==> src/rtl/prn_pkg.sv <==
// Shared types and constants for the PRN acquisition/tracking search controller.
package prn_pkg;

    typedef enum logic [2:0] {
        ST_IDLE     = 3'd0,
        ST_ACQ_LOAD = 3'd1,
        ST_ACQ_RUN  = 3'd2,
        ST_BIN_STEP = 3'd3,
        ST_TRK_LOAD = 3'd4,
        ST_TRK      = 3'd5
    } prn_state_e;

    localparam logic [2:0] PARAL_ACQ  = 3'b100;
    localparam logic [2:0] PARAL_TRK  = 3'b000;
    localparam int         CODE_CHIPS = 4092;
    localparam int         LANES      = 4;

    // Signed Doppler offset of a bin relative to the centre bin.
    function automatic logic signed [5:0] bin_offset(input logic [3:0] bin, input int num_bins);
        bin_offset = $signed({2'b00, bin}) - $signed(6'(num_bins / 2));
    endfunction

endpackage

==> src/rtl/prn_search_ctrl_if.sv <==
// Bus between the search controller and its code generator / correlator environment.
interface prn_search_ctrl_if #(
    parameter int ACC_WIDTH  = 32,
    parameter int PEAK_WIDTH = 24
);
    logic                  rx_start;
    logic                  rx_abort;
    logic [ACC_WIDTH-1:0]  rx_fcw_base;
    logic [ACC_WIDTH-1:0]  rx_fcw_step;
    logic [PEAK_WIDTH-1:0] rx_thresh;
    logic                  rx_prn_eop;
    logic                  rx_corr_valid;
    logic [PEAK_WIDTH-1:0] rx_corr_peak;
    logic                  tx_gen_rst;
    logic [ACC_WIDTH-1:0]  tx_prn_fcw;
    logic [2:0]            tx_corr_paral;
    logic [1:0]            tx_paral_index;
    logic [2:0]            tx_state;
    logic                  tx_lock;
    logic                  tx_fail;
    logic [3:0]            tx_best_bin;
    logic [9:0]            tx_best_code;

    modport master (
        output rx_start, rx_abort, rx_fcw_base, rx_fcw_step, rx_thresh,
               rx_prn_eop, rx_corr_valid, rx_corr_peak,
        input  tx_gen_rst, tx_prn_fcw, tx_corr_paral, tx_paral_index,
               tx_state, tx_lock, tx_fail, tx_best_bin, tx_best_code
    );

    modport slave (
        input  rx_start, rx_abort, rx_fcw_base, rx_fcw_step, rx_thresh,
               rx_prn_eop, rx_corr_valid, rx_corr_peak,
        output tx_gen_rst, tx_prn_fcw, tx_corr_paral, tx_paral_index,
               tx_state, tx_lock, tx_fail, tx_best_bin, tx_best_code
    );
endinterface

==> src/rtl/prn_fcw_calc.sv <==
// Combinational Doppler-bin to NCO word: base + (bin - NUM_BINS/2) * step, modulo 2^ACC_WIDTH.
module prn_fcw_calc
    import prn_pkg::*;
#(
    parameter int ACC_WIDTH = 32,
    parameter int NUM_BINS  = 16
) (
    input  logic [ACC_WIDTH-1:0] base,
    input  logic [ACC_WIDTH-1:0] step,
    input  logic [3:0]           bin,
    output logic [ACC_WIDTH-1:0] fcw
);
    logic signed [5:0]    off_s;
    logic [ACC_WIDTH-1:0] off_ext_s;

    // Sign-extended offset makes the truncated unsigned product the correct modular result.
    always_comb begin
        off_s     = bin_offset(bin, NUM_BINS);
        off_ext_s = {{(ACC_WIDTH-6){off_s[5]}}, off_s};
        fcw       = base + off_ext_s * step;
    end
endmodule

==> src/rtl/prn_search_ctrl.sv <==
// PRN code search controller: Doppler/code acquisition sweep then tracking hand-off.
// Optional build macro PRN_SEARCH_MAXHOLD_EN selects max-peak hold over the full sweep.
module prn_search_ctrl
    import prn_pkg::*;
#(
    parameter int ACC_WIDTH  = 32,
    parameter int NUM_BINS   = 16,
    parameter int CODE_STEPS = CODE_CHIPS / LANES,
    parameter int PEAK_WIDTH = 24
) (
    input  logic            rx_clk,
    input  logic            rx_rst_n,
    prn_search_ctrl_if.slave bus
);
    prn_state_e           state;
    logic [3:0]           bin;
    logic [9:0]           code_cnt;
    logic [3:0]           fcw_bin_s;
    logic [ACC_WIDTH-1:0] fcw_s;
    logic                 last_eop_s;
    logic                 last_bin_s;
    logic                 fail_s;
`ifdef PRN_SEARCH_MAXHOLD_EN
    logic [PEAK_WIDTH-1:0] max_peak;
`else
    logic                  hit_s;
`endif

    // Bin feeding the FCW calculator and end-of-bin / end-of-sweep decodes.
    always_comb begin
        if (state == ST_TRK_LOAD) begin
            fcw_bin_s = bus.tx_best_bin;
        end else begin
            fcw_bin_s = bin;
        end
        last_eop_s = bus.rx_prn_eop && (code_cnt == 10'(CODE_STEPS - 1));
        last_bin_s = (bin == 4'(NUM_BINS - 1));
`ifdef PRN_SEARCH_MAXHOLD_EN
        fail_s = (state == ST_BIN_STEP) && last_bin_s && (max_peak < bus.rx_thresh) && !bus.rx_abort;
`else
        hit_s  = bus.rx_corr_valid && (bus.rx_corr_peak >= bus.rx_thresh);
        fail_s = (state == ST_BIN_STEP) && last_bin_s && !bus.rx_abort;
`endif
    end

    prn_fcw_calc #(
        .ACC_WIDTH (ACC_WIDTH),
        .NUM_BINS  (NUM_BINS)
    ) u_fcw_calc (
        .base (bus.rx_fcw_base),
        .step (bus.rx_fcw_step),
        .bin  (fcw_bin_s),
        .fcw  (fcw_s)
    );

    // Search FSM; outputs are registered from the current state so they trail it by one cycle.
    always_ff @(posedge rx_clk) begin
        if (!rx_rst_n) begin
            state              <= ST_IDLE;
            bin                <= 4'd0;
            code_cnt           <= 10'd0;
            bus.tx_gen_rst     <= 1'b0;
            bus.tx_prn_fcw     <= '0;
            bus.tx_corr_paral  <= 3'b000;
            bus.tx_paral_index <= 2'd0;
            bus.tx_state       <= 3'd0;
            bus.tx_lock        <= 1'b0;
            bus.tx_fail        <= 1'b0;
            bus.tx_best_bin    <= 4'd0;
            bus.tx_best_code   <= 10'd0;
`ifdef PRN_SEARCH_MAXHOLD_EN
            max_peak           <= '0;
`endif
        end else begin
            bus.tx_state   <= state;
            bus.tx_lock    <= (state == ST_TRK);
            bus.tx_gen_rst <= (state == ST_ACQ_LOAD) || (state == ST_TRK_LOAD);
            bus.tx_fail    <= fail_s;
            if (state == ST_ACQ_LOAD) begin
                bus.tx_prn_fcw     <= fcw_s;
                bus.tx_corr_paral  <= PARAL_ACQ;
                bus.tx_paral_index <= 2'd0;
            end else if (state == ST_TRK_LOAD) begin
                bus.tx_prn_fcw     <= fcw_s;
                bus.tx_corr_paral  <= PARAL_TRK;
                bus.tx_paral_index <= 2'd0;
            end else begin
                bus.tx_prn_fcw     <= bus.tx_prn_fcw;
                bus.tx_corr_paral  <= bus.tx_corr_paral;
                bus.tx_paral_index <= bus.tx_paral_index;
            end

            if (bus.rx_abort) begin
                state <= ST_IDLE;
            end else begin
                case (state)
                    ST_IDLE: begin
                        if (bus.rx_start) begin
                            bin      <= 4'd0;
                            code_cnt <= 10'd0;
`ifdef PRN_SEARCH_MAXHOLD_EN
                            max_peak <= '0;
`endif
                            state    <= ST_ACQ_LOAD;
                        end else begin
                            state <= ST_IDLE;
                        end
                    end
                    ST_ACQ_LOAD: begin
                        code_cnt <= 10'd0;
                        state    <= ST_ACQ_RUN;
                    end
                    ST_ACQ_RUN: begin
`ifdef PRN_SEARCH_MAXHOLD_EN
                        // Strict compare keeps the earlier peak on ties.
                        if (bus.rx_corr_valid && (bus.rx_corr_peak > max_peak)) begin
                            max_peak         <= bus.rx_corr_peak;
                            bus.tx_best_bin  <= bin;
                            bus.tx_best_code <= code_cnt;
                        end else begin
                            max_peak <= max_peak;
                        end
                        if (bus.rx_prn_eop) begin
                            code_cnt <= code_cnt + 10'd1;
                            state    <= last_eop_s ? ST_BIN_STEP : ST_ACQ_RUN;
                        end else begin
                            state <= ST_ACQ_RUN;
                        end
`else
                        if (hit_s) begin
                            bus.tx_best_bin  <= bin;
                            bus.tx_best_code <= code_cnt;
                            state            <= ST_TRK_LOAD;
                        end else if (bus.rx_prn_eop) begin
                            code_cnt <= code_cnt + 10'd1;
                            state    <= last_eop_s ? ST_BIN_STEP : ST_ACQ_RUN;
                        end else begin
                            state <= ST_ACQ_RUN;
                        end
`endif
                    end
                    ST_BIN_STEP: begin
                        if (!last_bin_s) begin
                            bin   <= bin + 4'd1;
                            state <= ST_ACQ_LOAD;
                        end else begin
                            bin <= 4'd0;
`ifdef PRN_SEARCH_MAXHOLD_EN
                            state <= (max_peak >= bus.rx_thresh) ? ST_TRK_LOAD : ST_IDLE;
`else
                            state <= ST_IDLE;
`endif
                        end
                    end
                    ST_TRK_LOAD: state <= ST_TRK;
                    ST_TRK:      state <= ST_TRK;
                    default:     state <= ST_IDLE;
                endcase
            end
        end
    end
endmodule
==> src/flat_wrapper.sv <==
// flat-port wrapper written by rule: the top's interface ports become plain ports
module prn_search_ctrl_flat import prn_pkg::*;
#(
    parameter int ACC_WIDTH  = 32,
    parameter int NUM_BINS   = 16,
    parameter int CODE_STEPS = CODE_CHIPS / LANES,
    parameter int PEAK_WIDTH = 24
)
  (rx_clk, rx_rst_n, bus_rx_start, bus_rx_abort, bus_rx_fcw_base, bus_rx_fcw_step, bus_rx_thresh, bus_rx_prn_eop, bus_rx_corr_valid, bus_rx_corr_peak, bus_tx_gen_rst, bus_tx_prn_fcw, bus_tx_corr_paral, bus_tx_paral_index, bus_tx_state, bus_tx_lock, bus_tx_fail, bus_tx_best_bin, bus_tx_best_code);
  prn_search_ctrl_if #(.ACC_WIDTH(ACC_WIDTH), .PEAK_WIDTH(PEAK_WIDTH)) bus_i ();
  input  logic rx_clk;
  input  logic rx_rst_n;
  input wire logic [$bits(bus_i.rx_start)-1:0] bus_rx_start;
  input wire logic [$bits(bus_i.rx_abort)-1:0] bus_rx_abort;
  input wire logic [$bits(bus_i.rx_fcw_base)-1:0] bus_rx_fcw_base;
  input wire logic [$bits(bus_i.rx_fcw_step)-1:0] bus_rx_fcw_step;
  input wire logic [$bits(bus_i.rx_thresh)-1:0] bus_rx_thresh;
  input wire logic [$bits(bus_i.rx_prn_eop)-1:0] bus_rx_prn_eop;
  input wire logic [$bits(bus_i.rx_corr_valid)-1:0] bus_rx_corr_valid;
  input wire logic [$bits(bus_i.rx_corr_peak)-1:0] bus_rx_corr_peak;
  output wire logic [$bits(bus_i.tx_gen_rst)-1:0] bus_tx_gen_rst;
  output wire logic [$bits(bus_i.tx_prn_fcw)-1:0] bus_tx_prn_fcw;
  output wire logic [$bits(bus_i.tx_corr_paral)-1:0] bus_tx_corr_paral;
  output wire logic [$bits(bus_i.tx_paral_index)-1:0] bus_tx_paral_index;
  output wire logic [$bits(bus_i.tx_state)-1:0] bus_tx_state;
  output wire logic [$bits(bus_i.tx_lock)-1:0] bus_tx_lock;
  output wire logic [$bits(bus_i.tx_fail)-1:0] bus_tx_fail;
  output wire logic [$bits(bus_i.tx_best_bin)-1:0] bus_tx_best_bin;
  output wire logic [$bits(bus_i.tx_best_code)-1:0] bus_tx_best_code;
  assign bus_i.rx_start = bus_rx_start;
  assign bus_i.rx_abort = bus_rx_abort;
  assign bus_i.rx_fcw_base = bus_rx_fcw_base;
  assign bus_i.rx_fcw_step = bus_rx_fcw_step;
  assign bus_i.rx_thresh = bus_rx_thresh;
  assign bus_i.rx_prn_eop = bus_rx_prn_eop;
  assign bus_i.rx_corr_valid = bus_rx_corr_valid;
  assign bus_i.rx_corr_peak = bus_rx_corr_peak;
  assign bus_tx_gen_rst = bus_i.tx_gen_rst;
  assign bus_tx_prn_fcw = bus_i.tx_prn_fcw;
  assign bus_tx_corr_paral = bus_i.tx_corr_paral;
  assign bus_tx_paral_index = bus_i.tx_paral_index;
  assign bus_tx_state = bus_i.tx_state;
  assign bus_tx_lock = bus_i.tx_lock;
  assign bus_tx_fail = bus_i.tx_fail;
  assign bus_tx_best_bin = bus_i.tx_best_bin;
  assign bus_tx_best_code = bus_i.tx_best_code;
  prn_search_ctrl #(.ACC_WIDTH(ACC_WIDTH), .NUM_BINS(NUM_BINS), .CODE_STEPS(CODE_STEPS), .PEAK_WIDTH(PEAK_WIDTH)) u_core (.rx_clk(rx_clk), .rx_rst_n(rx_rst_n), .bus(bus_i));
endmodule
==> config.mk <==
export PLATFORM = sky130hd
export DESIGN_NAME = prn_search_ctrl_flat
export DESIGN_NICKNAME = d
export VERILOG_FILES = /design/src/rtl/prn_pkg.sv /design/src/rtl/prn_search_ctrl_if.sv /design/src/rtl/prn_fcw_calc.sv /design/src/rtl/prn_search_ctrl.sv /design/src/flat_wrapper.sv
export SDC_FILE = /design/constraint.sdc
export NUM_CORES = 1
export LEC_CHECK = 0
export ABC_AREA = 1
export CAP_MARGIN = 0
export CORE_UTILIZATION = 45
export DETAILED_ROUTE_END_ITERATION = 10
export HOLD_SLACK_MARGIN = 0.08
export PLACE_DENSITY = 0.81
export SKIP_CTS_REPAIR_TIMING = 1
export SYNTH_ARGS = -nofsm -noshare
export SYNTH_HDL_FRONTEND = slang
export SYNTH_SLANG_ARGS = --single-unit
==> constraint.sdc <==
create_clock -name rx_clk -period 4.9 [get_ports rx_clk]
set_clock_uncertainty 0.1 [all_clocks]
set_input_delay 0.49 -clock rx_clk [delete_from_list [all_inputs] [get_ports rx_clk]]
set_output_delay 0.49 -clock rx_clk [all_outputs]
set_load 0.005 [all_outputs]
==> results.toml <==
[clocking]
root_buffer = "clkbuf_16"
cts_tree = "done"
htreeDepth = 3
numCtsBuffers = 9
cts.sinks = 70
clk_latency_ps = 330
clk_pin_slew_worst_paths_ps = 60
clockBufferDepth = 2

[die]
dieArea_sq_um = 21300
pin_count = 175
die_w_um = 146
dieHeight_um = 146
start_util_pct = 46.0
fp-row-count = 52
core_area_sq_um = 20300

[sta]
slew_headroom_pct = 38.5
min_period_ps = 4750
post-route-period-util_pct = 96.9
hold_violations = 0
finalSetupTns_ps = 0
max_freq_mhz = 211
finalSetupViolCount = 0
hold_slack_ps = 364
maxSlewViolCount = 0
tightest_slew_ps = 921
rsz0062_at_grt = "yes"

[global_route]
grt_usage_pct = 24.3
grtUsageMet3_pct = 4.19
antenna_found_initial = 0
grt.busiest_layer = "met2"
grt_max_degree = 45
grt_pass1_vias = 9022
use_met1_pct = 30.5
grt_overflow = 0
use_met2_pct = 43.2
grt_pass1_wl_um = 42200

[pwr]
leakage_nw = 6.22
clkPwrFrac_pct = 17.1
switching_power_mw = 1.65
power_frac_comb_pct = 67.2
switching_share_pct = 42.9
vdd_drop_max_mv = 0.201
pwr_density_cell_nw_per_um2 = 302
seqPwrFrac_pct = 15.7
p_int_mw = 2.21

[critical_path]
rrSetupSlack_ps = 150
reg2reg_from = "u_core.state[0]"
path_class = "reg -> reg"
r2r-end = "u_core.bus.tx_prn_fcw[28]"
r2r_cells = 22
critPathMaxFanout = 11
startpoint_type = "flip-flop"
required_ps = 5030
cp-end-kind = "flip-flop"
cp.arrival_ps = 4880

[yosys]
yosysTopAreaCell = "fa_1"
syn-cell-area_sq_um = 9330
synth_area_leaders = "fa_1 24%, dfxtp_1 15%, ha_1 12%"
synth_area_per_cell_sq_um = 7.13
ys_warn_count = 0
yosysMostFrequentCell = "inv_1"
yosys-top-cells-count = "271 x inv_1, 221 x nand2_1, 211 x nor2_1"
netlist-cell-type-count = 41
synthCells = 1309
synth_edf_count = 0
yosys_most_used_dff = "dfxtp_1"
ys_ff_latch = 70
yosysTopAreaCellShare_pct = 24.5
synth_sequential_area_ratio_pct = 15.0
synthArstFlopShare_pct = 0

[route]
first_iter_violations = 532
wl_um = 27000
dr.pass1.iters = 5
num_vias = 9205
ant_nets = 0
routedWlPerCell_um = 14.9
drc = 0
drt-vias-per-instance = 5.07

[placed_design]
globalplace.congestion = 0.958
place_hpwl_um = 21300
port_buffers = 170
post_dp_cell_area_sq_um = 11800
dpl.cell_count = 1789

[finish]
area_growth_pct = 36.9
diodes = 0
nets = 1860
fillers = 1726
stdcell_count = 1814
design_area_sq_um = 12800
fin_util_pct = 62.9
multi_input_area_sq_um = 7290
seqCellArea_sq_um = 1400
drive_above_1_share_pct = 14.3

[job]
cap_violations = 0

[min_path]
min_path_cells = 2
hold_start = "u_core.bus.tx_best_code[8]"
min_to = "u_core.bus.tx_best_code[8]"
hold_path.class = "reg -> reg"

[run_status]
status = "finished, final reports clean"
-- how the worst max path moves through the flow --
stage                  startpoint                   endpoint  slack (ps)  cells after the start
6_report          u_core.state[0]  u_core.bus.tx_prn_fcw[28]         150                     22
5_1_grt           u_core.state[0]  u_core.bus.tx_prn_fcw[28]         -70                     22
4_1_cts           u_core.state[1]  u_core.bus.tx_prn_fcw[23]        -110                     23
3_5_place_dp   bus_rx_fcw_step[0]  u_core.bus.tx_prn_fcw[23]        -100                     20
3_3_place_gp   bus_rx_fcw_step[0]  u_core.bus.tx_prn_fcw[15]          10                     20
2_1_floorplan     u_core.state[0]  u_core.bus.tx_prn_fcw[27]          40                     26
-- state kept, by name, indices dropped and copies added, names as in the netlist --
register and flops:
u_core.bin 4, u_core.code_cnt 10, u_core.bus.tx_prn_fcw 32, u_core.state 3, u_core.bus.tx_gen_rst 1, u_core.bus.tx_fail 1
u_core.bus.tx_best_code 10, u_core.bus.tx_state 3, u_core.bus.tx_best_bin 4, u_core.bus.tx_corr_paral 1, u_core.bus.tx_lock 1
-- cells by family (layout without fill, tap and decap cells) --
family,Yosys count,after routing,share of synthesized area [%]
adders and majority gates,203,203,36.4
other,1,4,0.0402
and+or+nand+nor,552,552,24.8
AOI/OAI and AO/OA,157,157,9.45
xor gates and xnor gates,17,17,1.60
DFF,70,70,15.0
buffers and inverters,309,541,12.7
-- per-layer routing --
metal | up-vias | share of wire, %
met5 | - | 0
met4 | 0 | 2.3
met3 | 50 | 5.6
met2 | 261 | 50
met1 | 4389 | 42
li1 | 4505 | -
-- final cells by class --
class	instances	share of cell area, %
multi-input cells	933	57.1
repair buffers	250	18.8
flip-flops and latches	70	11.0
inverters	275	8.15
well taps	270	2.64
clock buffers	13	2.04
clock inverters	3	0.333
-- power by group through the flow --
| stage | combinational, mW | sequential, mW | clock, mW |
|---|---|---|---|
| after floorplan | 1.30 | 0.616 | 0 |
| after CTS | 2.15 | 0.604 | 0.667 |
| after global routing | 2.85 | 0.607 | 0.696 |
| after global placement | 2.09 | 0.616 | 0 |
| final | 2.60 | 0.605 | 0.662 |
| after detailed placement | 2.13 | 0.616 | 0 |
-- through the flow --
stage	total power, mW	worst slack (ps)
3_5_place_dp	2.75	-103
6_report	3.86	152
4_1_cts	3.43	-106
2_1_floorplan	1.92	36.2
5_1_grt	4.16	-72.6
3_3_place_gp	2.71	10.5
-- cell usage in the layout (no fill, tap or decap), types with 11 or more instances in the layout --
cell	Yosys	final
inv_1	271	262
nand4_1	21	21
buf_4	5	71
o21ai_1	4	11
nand3_1	73	67
dfxtp_1	70	68
a21oi_2	2	18
fa_1	114	113
a21oi_1	79	62
o21ai_0	37	27
clkbuf_16	0	11
ha_1	89	67
ha_4	0	19
nand2_1	221	210
clkdlybuf4s50_1	0	170
nor2_2	1	29
nor2_1	211	183
-- worst max-delay path: stages (launching register included) --
cell and delay [ps]:
dfxtp_2 330, nor2_4 190, nand2_4 110, nand2_4 100, nand2_8 90, buf_12 170, buf_4 150, nor2_1 130
fa_1 440, fa_1 540, inv_1 60, fa_1 550, inv_1 50, ha_1 320, ha_4 310, nand2_1 90
nor2_2 140, nand2_1 100, or2_2 320, nand4_1 90, nand3_1 110, nand2_1 90, inv_1 40
(Power assumes the default switching activity.)
